File: src/rtl/fft_butterfly_pkg.sv
// Shared defaults for the radix-2 butterfly datapath: FFT length, Q-format split,
// derived widths and the Q-format unity constant.
package fft_butterfly_pkg;
  localparam int FFT_N   = 16;
  localparam int FFT_I   = 2;
  localparam int FFT_F   = 14;
  localparam int FFT_W   = FFT_I + FFT_F;
  localparam int FFT_AW  = $clog2(FFT_N / 2);
  localparam int FFT_ONE = 1 << FFT_F;
endpackage

File: src/rtl/fft_cmul.sv
// Complex multiply W*B: registered 4-product stage then combinational combine/rescale.
// `BFLY_ROUND_EN selects round-half-up on the >>>F rescale; otherwise floor.
module fft_cmul
  import fft_butterfly_pkg::*;
#(
  parameter int W = FFT_W,
  parameter int F = FFT_F
) (
  input  logic                clk,
  input  logic                rst,
  input  logic                i_en,
  input  logic signed [W-1:0] i_b_re,
  input  logic signed [W-1:0] i_b_im,
  input  logic signed [W-1:0] i_w_re,
  input  logic signed [W-1:0] i_w_im,
  output logic signed [W:0]   o_wb_re,
  output logic signed [W:0]   o_wb_im
);
  logic signed [2*W-1:0] r_rr, r_ii, r_ri, r_ir;
  logic signed [2*W:0]   w_re_acc, w_im_acc;
  logic signed [2*W:0]   w_re_rnd, w_im_rnd;

  always_ff @(posedge clk) begin
    if (rst) begin
      r_rr <= '0;
      r_ii <= '0;
      r_ri <= '0;
      r_ir <= '0;
    end else if (i_en) begin
      r_rr <= i_b_re * i_w_re;
      r_ii <= i_b_im * i_w_im;
      r_ri <= i_b_re * i_w_im;
      r_ir <= i_b_im * i_w_re;
    end
  end

  // One guard bit so rr-ii and ri+ir cannot overflow before rescaling.
  assign w_re_acc = {r_rr[2*W-1], r_rr} - {r_ii[2*W-1], r_ii};
  assign w_im_acc = {r_ri[2*W-1], r_ri} + {r_ir[2*W-1], r_ir};

`ifdef BFLY_ROUND_EN
  localparam bit [2*W:0] C_RND = {{(2*W+1-F){1'b0}}, 1'b1, {(F-1){1'b0}}};
  assign w_re_rnd = w_re_acc + $signed(C_RND);
  assign w_im_rnd = w_im_acc + $signed(C_RND);
`else
  assign w_re_rnd = w_re_acc;
  assign w_im_rnd = w_im_acc;
`endif

  assign o_wb_re = (W+1)'(w_re_rnd >>> F);
  assign o_wb_im = (W+1)'(w_im_rnd >>> F);
endmodule

File: src/rtl/fft_butterfly.sv
// Radix-2 DIT butterfly X=(A+W*B)/2, Y=(A-W*B)/2; drives the twiddle ROM read port.
// Fixed 3-cycle latency, one item per cycle, no backpressure.
module fft_butterfly
  import fft_butterfly_pkg::*;
#(
  parameter int N = FFT_N,
  parameter int I = FFT_I,
  parameter int F = FFT_F,
  localparam int W  = I + F,
  localparam int AW = $clog2(N / 2)
) (
  input  logic                clk,
  input  logic                rst,
  input  logic                i_valid,
  input  logic signed [W-1:0] i_a_re,
  input  logic signed [W-1:0] i_a_im,
  input  logic signed [W-1:0] i_b_re,
  input  logic signed [W-1:0] i_b_im,
  input  logic [AW-1:0]       i_tw_addr,
  output logic                o_rd_en,
  output logic [AW-1:0]       o_rd_addr,
  input  logic signed [W-1:0] i_rd_data_re,
  input  logic signed [W-1:0] i_rd_data_im,
  output logic                o_valid,
  output logic signed [W-1:0] o_x_re,
  output logic signed [W-1:0] o_x_im,
  output logic signed [W-1:0] o_y_re,
  output logic signed [W-1:0] o_y_im
);
  logic                r_v1, r_v2, r_valid;
  logic signed [W-1:0] r_a1_re, r_a1_im, r_b_re, r_b_im;
  logic signed [W-1:0] r_a2_re, r_a2_im;
  logic signed [W-1:0] r_x_re, r_x_im, r_y_re, r_y_im;
  logic signed [W:0]   w_wb_re, w_wb_im;
  logic signed [W+1:0] w_sum_re, w_sum_im, w_dif_re, w_dif_im;

  // The ROM has one cycle of latency, so its data lines up with the S0 registers.
  assign o_rd_en   = i_valid & ~rst;
  assign o_rd_addr = i_tw_addr;

  fft_cmul #(.W(W), .F(F)) u_cmul (
    .clk     (clk),
    .rst     (rst),
    .i_en    (r_v1),
    .i_b_re  (r_b_re),
    .i_b_im  (r_b_im),
    .i_w_re  (i_rd_data_re),
    .i_w_im  (i_rd_data_im),
    .o_wb_re (w_wb_re),
    .o_wb_im (w_wb_im)
  );

  assign w_sum_re = {{2{r_a2_re[W-1]}}, r_a2_re} + {w_wb_re[W], w_wb_re};
  assign w_sum_im = {{2{r_a2_im[W-1]}}, r_a2_im} + {w_wb_im[W], w_wb_im};
  assign w_dif_re = {{2{r_a2_re[W-1]}}, r_a2_re} - {w_wb_re[W], w_wb_re};
  assign w_dif_im = {{2{r_a2_im[W-1]}}, r_a2_im} - {w_wb_im[W], w_wb_im};

  always_ff @(posedge clk) begin
    if (rst) begin
      r_v1    <= 1'b0;
      r_v2    <= 1'b0;
      r_valid <= 1'b0;
      r_a1_re <= '0;
      r_a1_im <= '0;
      r_b_re  <= '0;
      r_b_im  <= '0;
      r_a2_re <= '0;
      r_a2_im <= '0;
      r_x_re  <= '0;
      r_x_im  <= '0;
      r_y_re  <= '0;
      r_y_im  <= '0;
    end else begin
      r_v1    <= i_valid;
      r_v2    <= r_v1;
      r_valid <= r_v2;
      if (i_valid) begin
        r_a1_re <= i_a_re;
        r_a1_im <= i_a_im;
        r_b_re  <= i_b_re;
        r_b_im  <= i_b_im;
      end
      if (r_v1) begin
        r_a2_re <= r_a1_re;
        r_a2_im <= r_a1_im;
      end
      // Final halving is always floor; results wrap to W bits if callers exceed range.
      if (r_v2) begin
        r_x_re <= W'(w_sum_re >>> 1);
        r_x_im <= W'(w_sum_im >>> 1);
        r_y_re <= W'(w_dif_re >>> 1);
        r_y_im <= W'(w_dif_im >>> 1);
      end
    end
  end

  assign o_valid = r_valid;
  assign o_x_re  = r_x_re;
  assign o_x_im  = r_x_im;
  assign o_y_re  = r_y_re;
  assign o_y_im  = r_y_im;
endmodule

File: config.mk
export PLATFORM = sky130hd
export DESIGN_NAME = fft_butterfly
export DESIGN_NICKNAME = d
export VERILOG_FILES = /design/src/rtl/fft_butterfly_pkg.sv /design/src/rtl/fft_cmul.sv /design/src/rtl/fft_butterfly.sv
export SDC_FILE = /design/constraint.sdc
export NUM_CORES = 2
export LEC_CHECK = 0
export ABC_AREA = 1
export CORE_ASPECT_RATIO = 2
export CORE_MARGIN = 3
export CORE_UTILIZATION = 36
export DETAILED_ROUTE_END_ITERATION = 12
export DONT_BUFFER_PORTS = 1
export PLACE_DENSITY_LB_ADDON = 0.3
export SYNTH_ARGS = -nofsm -noshare
export SYNTH_HDL_FRONTEND = slang
export SYNTH_SLANG_ARGS = --single-unit
File: constraint.sdc
create_clock -name clk -period 12.59 [get_ports clk]
set_input_delay 1.8885 -clock clk [delete_from_list [all_inputs] [get_ports clk]]
set_output_delay 1.8885 -clock clk [all_outputs]
set_load 0.02 [all_outputs]
==> reports/metrics.csv <==
metric,value,unit
outcome,"finished, final reports clean",
start_util,36.26,%
synth_area_leader_cell,fa_1,
wl,185800,um
synthMostInstantiatedCell,inv_1,
synth_commonest_cells,"inv_1 (1999), nand2_1 (1440), fa_1 (1028)",
drc,0,
num-nets-final,8725,
hold_viol,0,
htreeDepth,2,
pwr-share-seq,8.1,%
syn_avg_cell_area,7.575,um^2
drive_above_1_share,2.770,%
max_cap_viol_count,0,
fin_setup_tns,0,ns
critPathKind,in -> reg,
synth-main-ff-cell,dfxtp_1,
required,13.10,ns
core-area,0.1547,mm^2
die_h,564.2,um
crit_chain,nand2_1 -> inv_1 -> fa_1 -> inv_1 -> fa_1 -> inv_1 -> fa_1 -> fa_1 -> fa_1 -> inv_1 -> fa_1 -> inv_1 -> ha_1 -> a21oi_1 -> o21ai_0 -> a221oi_1 -> nand2_1 -> nand2_1 -> nand3_1 -> nand2_1 -> inv_1,
clockBufferDepth,3,
r2r_cells,22,
slew_headroom,32.47,%
synth.top_cell.area_share,36.70,%
grt_first_pass_wirelength,289200,um
fin_cells,9246,
cts_buffers,37,
internal_power,6.589,mW
row_count,204,
syn-instance-count,7403,
rsz0062_at_grt,false,
vias,45720,
slowest_delay,0.79,ns
worstPathMaxFanout,32,
design.portCount,171,
fin_ws,5.221,ns
r2r_setup_slack,5.85,ns
p_switching,9.980,mW
final_max_slew_viol_count,0,
die_w,285.1,um
synth-compound-area-share,8.311,%
holdCritStartpoint,u_cmul.r_ii[0],
clock_latency,0.62,ns
fin_hold_ws,0.4628,ns
io_buffers,0,
vdd_drop_max,0.2561,mV
power_density,280.7,mW/mm^2
vias_per_cell,4.945,
swShare,60.23,%
yosysSeqAreaShare,10.25,%
critPathCaptureType,register,
synth_top_family_by_area,adder cells,
finalInstanceArea,0.05903,mm^2
timing.rr.end,u_cmul.r_ii[29],
post-route-util,38.16,%
critPathLaunchType,input port,
async_reset_ff_share,0,%
dp.cells,9176,
fillers,16340,
synthXorXnorAreaFrac,2.934,%
min_to,u_cmul.r_ii[0],
grt_use_total,23.46,%
postRouteAntennaNets,0,
reg2reg_from,r_b_im[15],
dieArea,0.1608,mm^2
fin_worst_skew,0.02478,ns
yosysWarningCount,0,
synth.area.top_cells,"fa_1 (37%), inv_1 (13%), dfxtp_1 (10%)",
grt-ovfl-total,0,
power_frac_comb,84.6,%
dp_hpwl,147200,um
cts_resized,0,
grt_max_degree,120,
post-cts-setup-buffer-count,0,
drtIter0Drc,2648,
clkSinkCount,287,
cts.root.buffer_cell,clkbuf_16,
syn_to_final_growth,5.257,%
synth_edf_count,0,
clkSlewWorstSetupHoldPaths,0.07,ns
synth.cell_area,0.05608,mm^2
post_dp_cell_area,0.05771,mm^2
synth_adder_area_share,46.51,%
wire_per_inst,20.09,um
synthMuxAreaShare,0,%
synth_fp_nets,8973,
p_leak,33.76,nW
setup_viol,0,
crit_path_start,i_rd_data_im[1],
fin_crit,7.369,ns
whs_path_depth,2,
yosys_register_bits,287,
gp_congestion,0.9404,
finalPower,16.57,mW
cts_tree,yes,
worst_ep_arrival_time,7.88,ns
cts_hold_buf,0,
dr.pass1.iters,5,
grt_pass1_vias,49850,
fmax,0.1357,GHz
pre_cts_ws,4.530,ns
antenna_found_initial,6,
yosysUniqueCellTypes,58,
hold_class,reg -> reg,
fin_crit_sh,58.53,%
slowest_stage,fa_1,
worst_pin_slew,1.013,ns
clkPwrFrac,7.3,%
synthSimpleGateAreaFrac,16.31,%
worst max-delay path, delay by kind of cell:
family / cells / cell delay (ns)
adder cells (fa/ha/maj): 7 / 3.81
buffers and inverters: 6 / 0.75
AND/OR/NAND/NOR: 5 / 0.51
AO/OA/AOI/OAI: 3 / 0.91
layer usage:
metal	track usage, %	share of wire (%)
met3	3.313	5.2
met5	0	0.015
met4	16.75	8.8
met1	24.04	34
met2	43.47	52
worst max-delay path by stage:
stage	to	slack, ns	cells past startpoint
after detailed placement	u_cmul.r_ii[29]	4.53	21
after global placement	u_cmul.r_ii[29]	4.56	21
after floorplan	u_cmul.r_ir[30]	5.41	25
final	u_cmul.r_ii[29]	5.22	21
after CTS	u_cmul.r_ii[29]	5.18	21
after global routing	u_cmul.r_ir[29]	4.89	21
registers in the layout, indices dropped and copies added, names as in the netlist, 31 cells and up:
register,count
u_cmul.r_rr,31
u_cmul.r_ri,31
u_cmul.r_ir,31
u_cmul.r_ii,31
cells by family (layout without fill, tap and decap cells):
family / count (synthesis) / count (layout)
buf+inv: 2330 / 2110
fa+ha+maj: 1468 / 1468
compound gates: 829 / 829
xor+xnor: 187 / 187
flops: 287 / 287
simple gates: 2302 / 2302
other cells: 0 / 3
power by group through the flow:
stage | clock network (mW) | logic, mW | registers, mW
floorplan | 0 | 9.86 | 1.19
global placement | 0 | 14.0 | 1.36
detailed placement | 0 | 14.0 | 1.37
CTS | 1.27 | 14.1 | 1.35
global route | 1.28 | 15.8 | 1.35
finish | 1.22 | 14.0 | 1.34
final cells by class:
type	instances	area, um^2	share of cell area [%]
sequential	287	5761	9.759
clock buffer	42	996.0	1.687
inverter	2004	7531	12.76
timing repair buffer	39	305.3	0.5172
antenna	3	7.507	0.01272
clock inverter	25	312.8	0.5299
tap	2060	2577	4.367
multi-input combinational	4786	41540	70.37
cell usage in the layout (no fill, tap or decap), types with 4 or more instances in the layout:
cell and count:
inv_2 5, a21oi_1 292, dfxtp_2 6, ha_1 440
o21ai_2 6, xnor2_1 66, bufinv_16 5, nor4_1 12
nand2_2 24, o211ai_1 35, o21ai_1 20, xor2_1 120
a221oi_1 4, a31oi_1 14, o21bai_2 4, dfxtp_1 279
o21a_1 4, nand4_1 34, nor2_1 595, clkbuf_16 38
a21o_1 30, or2_2 10, inv_6 4, a211oi_1 9
o221ai_1 7, inv_1 1996, o21bai_1 21, fa_1 1028
o21ai_0 347, clkinv_2 7, a21oi_2 14, clkinvlp_4 5
a21boi_0 7, nand3_1 131, nand2_1 1440, or2_1 5
nor3_1 36, buf_4 38
(Power assumes the default switching activity.)
